File: config.mk
export PLATFORM = sky130hd
export DESIGN_NAME = pc_gen
export DESIGN_NICKNAME = d
export VERILOG_FILES = /design/src/rtl/pc_gen.sv
export SDC_FILE = /design/constraint.sdc
export NUM_CORES = 1
export LEC_CHECK = 0
export CAP_MARGIN = 20
export CORE_MARGIN = 5
export CORE_UTILIZATION = 45
export CTS_CLUSTER_DIAMETER = 150
export DETAILED_ROUTE_END_ITERATION = 7
export PLACE_DENSITY_LB_ADDON = 0.05
export SYNTH_ARGS = -nofsm -noshare
export SYNTH_HDL_FRONTEND = slang
export SYNTH_SLANG_ARGS = --single-unit
File: constraint.sdc
create_clock -name clk -period 3 [get_ports clk]
set_input_delay 0.6 -clock clk [delete_from_list [all_inputs] [get_ports clk]]
set_output_delay 0.6 -clock clk [all_outputs]
set_load 0.03 [all_outputs]
File: src/rtl/pc_gen.sv
// Fetch program-counter generator: reset vector start, sequential stepping, flush/branch redirects
// and a one-deep pending branch target held while fetch is stalled. Optional macro: PC_ALIGN_CHECK_EN.
module pc_gen #(
    parameter int                  ADDR_W       = 32,
    parameter logic [ADDR_W-1:0]   RESET_VECTOR = 32'hBFC00000,
    parameter int                  PC_STEP      = 4
) (
    input  logic              clk,
    input  logic              rst,
    input  logic              stall,
    input  logic              branch_flag_i,
    input  logic [ADDR_W-1:0] branch_target_address_i,
    input  logic              flush_i,
    input  logic [ADDR_W-1:0] flush_pc_i,
    output logic [ADDR_W-1:0] pc,
    output logic [ADDR_W-1:0] pc_ds_o,
    output logic              ce,
    output logic              redirect_pending_o
`ifdef PC_ALIGN_CHECK_EN
    ,
    output logic              adel_o
`endif
);

    // state | meaning
    // IDLE  | in or just out of reset, fetch disabled (ce=0)
    // RUN   | fetching, pc advances or redirects each edge
    // HOLD  | stalled with a branch target waiting in pend_tgt
    typedef enum logic [1:0] {
        IDLE = 2'd0,
        RUN  = 2'd1,
        HOLD = 2'd2
    } state_t;

    localparam logic [ADDR_W-1:0] STEP = ADDR_W'(PC_STEP);

    state_t            state, state_nxt;
    logic [ADDR_W-1:0] pc_nxt;
    logic [ADDR_W-1:0] pend_tgt, pend_nxt;

    always_ff @(posedge clk) begin
        if (!rst) begin
            state    <= IDLE;
            pc       <= RESET_VECTOR;
            pend_tgt <= '0;
        end else begin
            state    <= state_nxt;
            pc       <= pc_nxt;
            pend_tgt <= pend_nxt;
        end
    end

    // Priority: flush > branch > stall > pending release / sequential step.
    always_comb begin
        state_nxt = state;
        pc_nxt    = pc;
        pend_nxt  = pend_tgt;
        case (state)
            IDLE: state_nxt = RUN;
            RUN, HOLD: begin
                if (flush_i) begin
                    pc_nxt    = flush_pc_i;
                    pend_nxt  = '0;
                    state_nxt = RUN;
                end else if (branch_flag_i && !stall) begin
                    pc_nxt    = branch_target_address_i;
                    pend_nxt  = '0;
                    state_nxt = RUN;
                end else if (branch_flag_i) begin
                    pend_nxt  = branch_target_address_i;
                    state_nxt = HOLD;
                end else if (!stall) begin
                    if (state == HOLD) begin
                        pc_nxt    = pend_tgt;
                        pend_nxt  = '0;
                        state_nxt = RUN;
                    end else begin
                        pc_nxt = pc + STEP;
                    end
                end
            end
            default: state_nxt = IDLE;
        endcase
    end

    always_comb begin
        ce                 = 1'b0;
        redirect_pending_o = 1'b0;
        case (state)
            RUN:  ce = 1'b1;
            HOLD: begin
                ce                 = 1'b1;
                redirect_pending_o = 1'b1;
            end
            default: ;
        endcase
    end

    assign pc_ds_o = pc + STEP;

`ifdef PC_ALIGN_CHECK_EN
    // Only redirect loads are reported, so a misaligned target flags once rather than on every step.
    logic redir_load;

    always_comb begin
        redir_load = 1'b0;
        if (state != IDLE) begin
            redir_load = flush_i
                       || (branch_flag_i && !stall)
                       || (state == HOLD && !stall && !branch_flag_i);
        end
    end

    always_ff @(posedge clk) begin
        if (!rst) begin
            adel_o <= 1'b0;
        end else begin
            adel_o <= redir_load && (pc_nxt[1:0] != 2'b00);
        end
    end
`endif

endmodule

Yosys cells after proc, flatten, opt, wreduce, memory -nomap -nowiden
Cells that the tools add are included.
Storage, ports and cells
  register bits: 66
  word-level logic and storage cells: 37
  input port bits: 69
  output and inout port bits: 66
Operators by class
  reductions and logical operators: 8
  add/subtract/negate cells: 1
  equal/unequal tests: 7
  muxes and demuxes: 18
Operators by type and width (count)
  $mux W32: 10
  $add A32 B3 Y32 const B: 1
  $mux W2: 5
  $ne A3 B1 Y1 const B: 2
  $reduce_and A3 Y1: 2
  $ne A5 B1 Y1 const B: 1
  $ne A5 B2 Y1 const B: 1
  $ne A4 B1 Y1 const B: 1
  $pmux W2 S2: 1
  $reduce_bool A4 Y1: 1
  $eq A2 B1 Y1 const B: 1
  $eq A2 B2 Y1 const B: 1
  $logic_not A2 Y1: 1
  $mux W1: 2
  $reduce_and A2 Y1: 1
  $reduce_or A2 Y1: 1
  $logic_and A1 B1 Y1: 1
  $logic_not A1 Y1: 1

Depth between registers and ports, before layout
  depth in word-level cells: 7
  depth in mapped cells: 8
  depth with buffers taken out: 7

Worst setup path before layout
OpenSTA, ideal clock, no wires.
  path type: flip-flop to output port
  from: reg pc[7]
  to: out pc_ds_o[31]
  path slack: 0.120 ns
  cell stages (with the launch flop): 6
  data arrival time: 2.280 ns
  data required time: 2.400 ns
  path buffers: 1
  cells stage by stage: dfxtp_1 > nand4_4 > or4_1 > buf_2 > nor4_4 > xor2_1
On the way
  word-level cells in the longest chain between the ends: 1
Ends and longest elaborated chain
  from (decl): line 15  | output logic [ADDR_W-1:0] pc,
  from (signal assigned): line 48  | pc <= pc_nxt;
  $add A32 B3 Y32: line 99  | assign pc_ds_o = pc + STEP;
  to (decl): line 16  | output logic [ADDR_W-1:0] pc_ds_o,
No other way between the ends.

Final worst setup path
  from: reg pc[2]
  to: out pc_ds_o[24]
Same word-level chain as after synthesis.

==> reports/qor.tcl <==
set qor(setup_total_negative_slack_ns) 0
set qor(drcViolationCount) 0
set qor(std_cell_rows) 35
set qor(cts-buffers-inserted) 9
set qor(slew_viol_final) 0
set qor(nets) 809
set qor(worst-setup-path-type) {reg -> out}
set qor(synth-edff-count) 0
set qor(static-leakage-power_nw) 2.43
set qor(detailroute.via_count) 5182
set qor(worstHoldEndpoint) {pend_tgt[5]}
set qor(cts-htree-levels) 3
set qor(drive_above_1_share_pct) 17.6
set qor(timing.hold.worst.start) {pend_tgt[5]}
set qor(worst_clock_skew_ns) 0.0124
set qor(yosys_warning_count) 0
set qor(multi_input_comb_area_um2) 2730
set qor(detailedRoute.firstIterationViolations) 323
set qor(rr_worst_depth) 6
set qor(pre_cts_ws_ns) -0.0207
set qor(antenna_cells_inserted) 0
set qor(critical_path.startpoint_type) {flip-flop}
set qor(drt.antenna.violating_nets) 0
set qor(postSynth.asyncResetShare_pct) 0
set qor(net_count_of_the_mapped_netlist) 651
set qor(finalPower_w) 0.00272
set qor(postPlaceCellArea_um2) 5920
set qor(drt_wl_total_mm) 16.7
set qor(start_util_pct) 45.8
set qor(yosysUniqueCellTypes) 64
set qor(gr-usage-met3_pct) 5.59
set qor(met1_track_demand_over_resource_in_global_routing_pct) 37.5
set qor(setup-violations-final) 0
set qor(use_met2_pct) 46.7
set qor(ctsRootBufferMaster) {clkbuf_8}
set qor(synth_top_flop_cell) {dfxtp_1}
set qor(clock_sinks) 66
set qor(tightest_slew_ns) 0.668
set qor(setup_repair_after_global_routing_missed_its_margin) {true}
set qor(synthesis.instances) 578
set qor(postSynthRegisterBits) 66
set qor(count_of_fill_cells_added_during_filler_insertion) 806
set qor(core-area_um2) 9150
set qor(crit_path_end_kind) {output pin}
set qor(timing.slew.headroom_pct) 55.2
set qor(dp.final_hpwl_mm) 12.2
set qor(data_required_time_at_the_worst_endpoint_ns) 2.40
set qor(grt_max_degree) 33
set qor(grt_first_pass_wirelength_mm) 25.7
set qor(drt-pass1-iter-count) 5
set qor(syn_area_um2) 4190
set qor(final_min_period_over_clock_period_pct) 98.0
set qor(status) {finished, final reports clean}
set qor(netlist_top_cells_area) {dfxtp_1 (32%), a21oi_1 (7.4%), nand2_1 (6.7%), nand3_1 (6.6%), nor2_1 (4.1%)}
set qor(hp-class) {reg -> reg}
set qor(r2r_slack_ns) 0.56
set qor(antenna_found_initial) 0
set qor(largest_area_contributor_in_the_netlist) {dfxtp_1}
set qor(syn_avg_cell_area_um2) 7.25
set qor(clk_transition_reported_paths_ns) 0.07
set qor(final_cell_area_um2) 6230
set qor(finalHoldViolCount) 0
set qor(maxCapViolCount) 0
set qor(die_w_um) 107
set qor(finalCriticalPeriod_ns) 2.94
set qor(via_per_inst) 6.09
set qor(powerDensity_nw_per_um2) 436
set qor(terminus_of_the_critical_flop_to_flop_path) {pc[20]}
set qor(avgRoutedWirePerCell_um) 19.6
set qor(height_of_the_die_um) 107
set qor(vias_in_the_first_global_route) 4934
set qor(area_delta_synth_final_pct) 48.5
set qor(clk_path_buf_depth) 2
set qor(max_freq_mhz) 340
set qor(timing.critical_path.arrival_ns) 2.34
set qor(cts_tree) {done}
set qor(grt_use_total_pct) 28.6
set qor(vdd_ir_drop_max_mv) 0.242
set qor(worst_r2r_startpoint) {state[0]}
set qor(fp.dieArea_um2) 11300
set qor(register_area_um2) 1330
set qor(grt_most_used_layer) {met2}
set qor(hold_depth) 2
set qor(grt_overflow) 0
set qor(path_max_fanout) 4
set qor(ioPinCount) 135
set qor(setup_ws_ns) 0.0586
set qor(synth-seq-area-share_pct) 31.5
set qor(yosysTopAreaCellShare_pct) 31.5
set qor(rd_place_congestion) 0.964
set qor(worstSkewPairLatency_ns) 0.35
set qor(port_buffers) 134
==> where the power goes <==
part	internal (W)	switching (W)	total, W
logic	0.000392	0.000558	0.000950
registers	0.000927	0.0000466	0.000974
clock network	0.000447	0.000346	0.000793
total	0.00177	0.000951	0.00272
==> state kept, by name, summed over array words and instances, names as in the netlist <==
signal    count
state         2
pend_tgt     32
pc           32
==> cells in the final DEF, fill, tap and decap left out, types with 4 or more instances in the layout <==
cell,count
a211oi_1,9
clkbuf_8,12
nor4_1,4
dlygate4sd2_1,5
nor4_2,4
inv_1,10
dfxtp_2,9
clkdlybuf4s50_1,111
nand3_1,54
nand4_1,10
or2_2,8
dfxtp_1,57
and3_1,12
o31ai_1,4
mux2i_1,5
ha_1,4
nor3_1,14
o22ai_1,8
o21ai_0,27
o31a_1,4
xor2_1,10
buf_4,67
nor2_1,45
nand2_1,74
or3_1,10
a21oi_1,61
xnor2_1,11
==> worst max-delay path, cell delays in order (launching register included) <==
cell     delay [ns]
dfxtp_2        0.33
ha_1           0.18
nand4_1        0.18
buf_4          0.20
or3_1          0.36
buf_4          0.18
nor2_1         0.18
xnor2_1        0.19
buf_4          0.21
==> metal layers <==
layer  wire, um  vias up
li1           -     2409
met1       6750     2432
met2       7850      306
met3       1680       35
met4        374        0
met5          0        -
==> cells by family after synthesis <==
family	Yosys count	synth area share [%]
muxes	5	1.19
xor gates and xnor gates	22	4.77
AOI/OAI and AO/OA	161	24.6
DFF	66	31.5
adders and majority gates	4	1.19
buffers and inverters	60	5.64
and+or+nand+nor	260	31.1
==> repair_timing <==
| item | CTS | global route |
|---|---|---|
| pin swaps | 5 | 4 |
| setup endpoints to repair | 14 | 16 |
| gates resized for setup | 28 | 28 |
| buffers inserted | 5 | 0 |
| hold buffers | 0 | 0 |
==> worst max-delay path by stage <==
stage / start / endpoint / slack (ns)
6_report: pc[2] / pc_ds_o[24] / 0.06
5_1_grt: pc[3] / pc_ds_o[24] / -0.03
4_1_cts: pc[2] / pc_ds_o[30] / -0.05
3_5_place_dp: pc[2] / pc_ds_o[30] / -0.02
3_3_place_gp: pc[2] / pc_ds_o[30] / 0.04
2_1_floorplan: pc[7] / pc_ds_o[31] / 0.12
==> area by class of cell <==
| type | instances | share of cell area (%) |
|---|---|---|
| timing repair buffer | 195 | 28.6 |
| sequential | 66 | 21.4 |
| clock inverter | 2 | 0.563 |
| clock buffer | 13 | 2.71 |
| tap | 111 | 2.23 |
| inverter | 12 | 0.723 |
| multi-input combinational | 452 | 43.8 |
==> synthesized netlist by cell type (4+ instances only) <==
| library cell | instances |
|---|---|
| xnor2_1 | 11 |
| o22ai_1 | 8 |
| nand3_1 | 55 |
| nor2_1 | 46 |
| or2_2 | 8 |
| ha_1 | 4 |
| and3_1 | 12 |
| inv_1 | 10 |
| clkbuf_1 | 40 |
| o21ai_0 | 27 |
| a211oi_1 | 9 |
| o31ai_1 | 5 |
| xor2_1 | 10 |
| dfxtp_1 | 66 |
| nor4_1 | 8 |
| nand4_1 | 10 |
| mux2i_1 | 5 |
| or3_1 | 10 |
| o31a_1 | 4 |
| a21oi_1 | 62 |
| nand2_1 | 75 |
| nor3_1 | 14 |
| or4_1 | 4 |
==> metrics by stage <==
step | cells | util [%] | hold WS [ns]
after detailed placement | 831 | 64.6 | 0.441
after global routing | 851 | 68.0 | 0.467
final | 851 | 68.0 | 0.450
after floorplan | 578 | - | 0.427
after global placement | 831 | 64.6 | 0.434
after CTS | 851 | 67.3 | 0.451
Power figures use the tool's default switching activity.
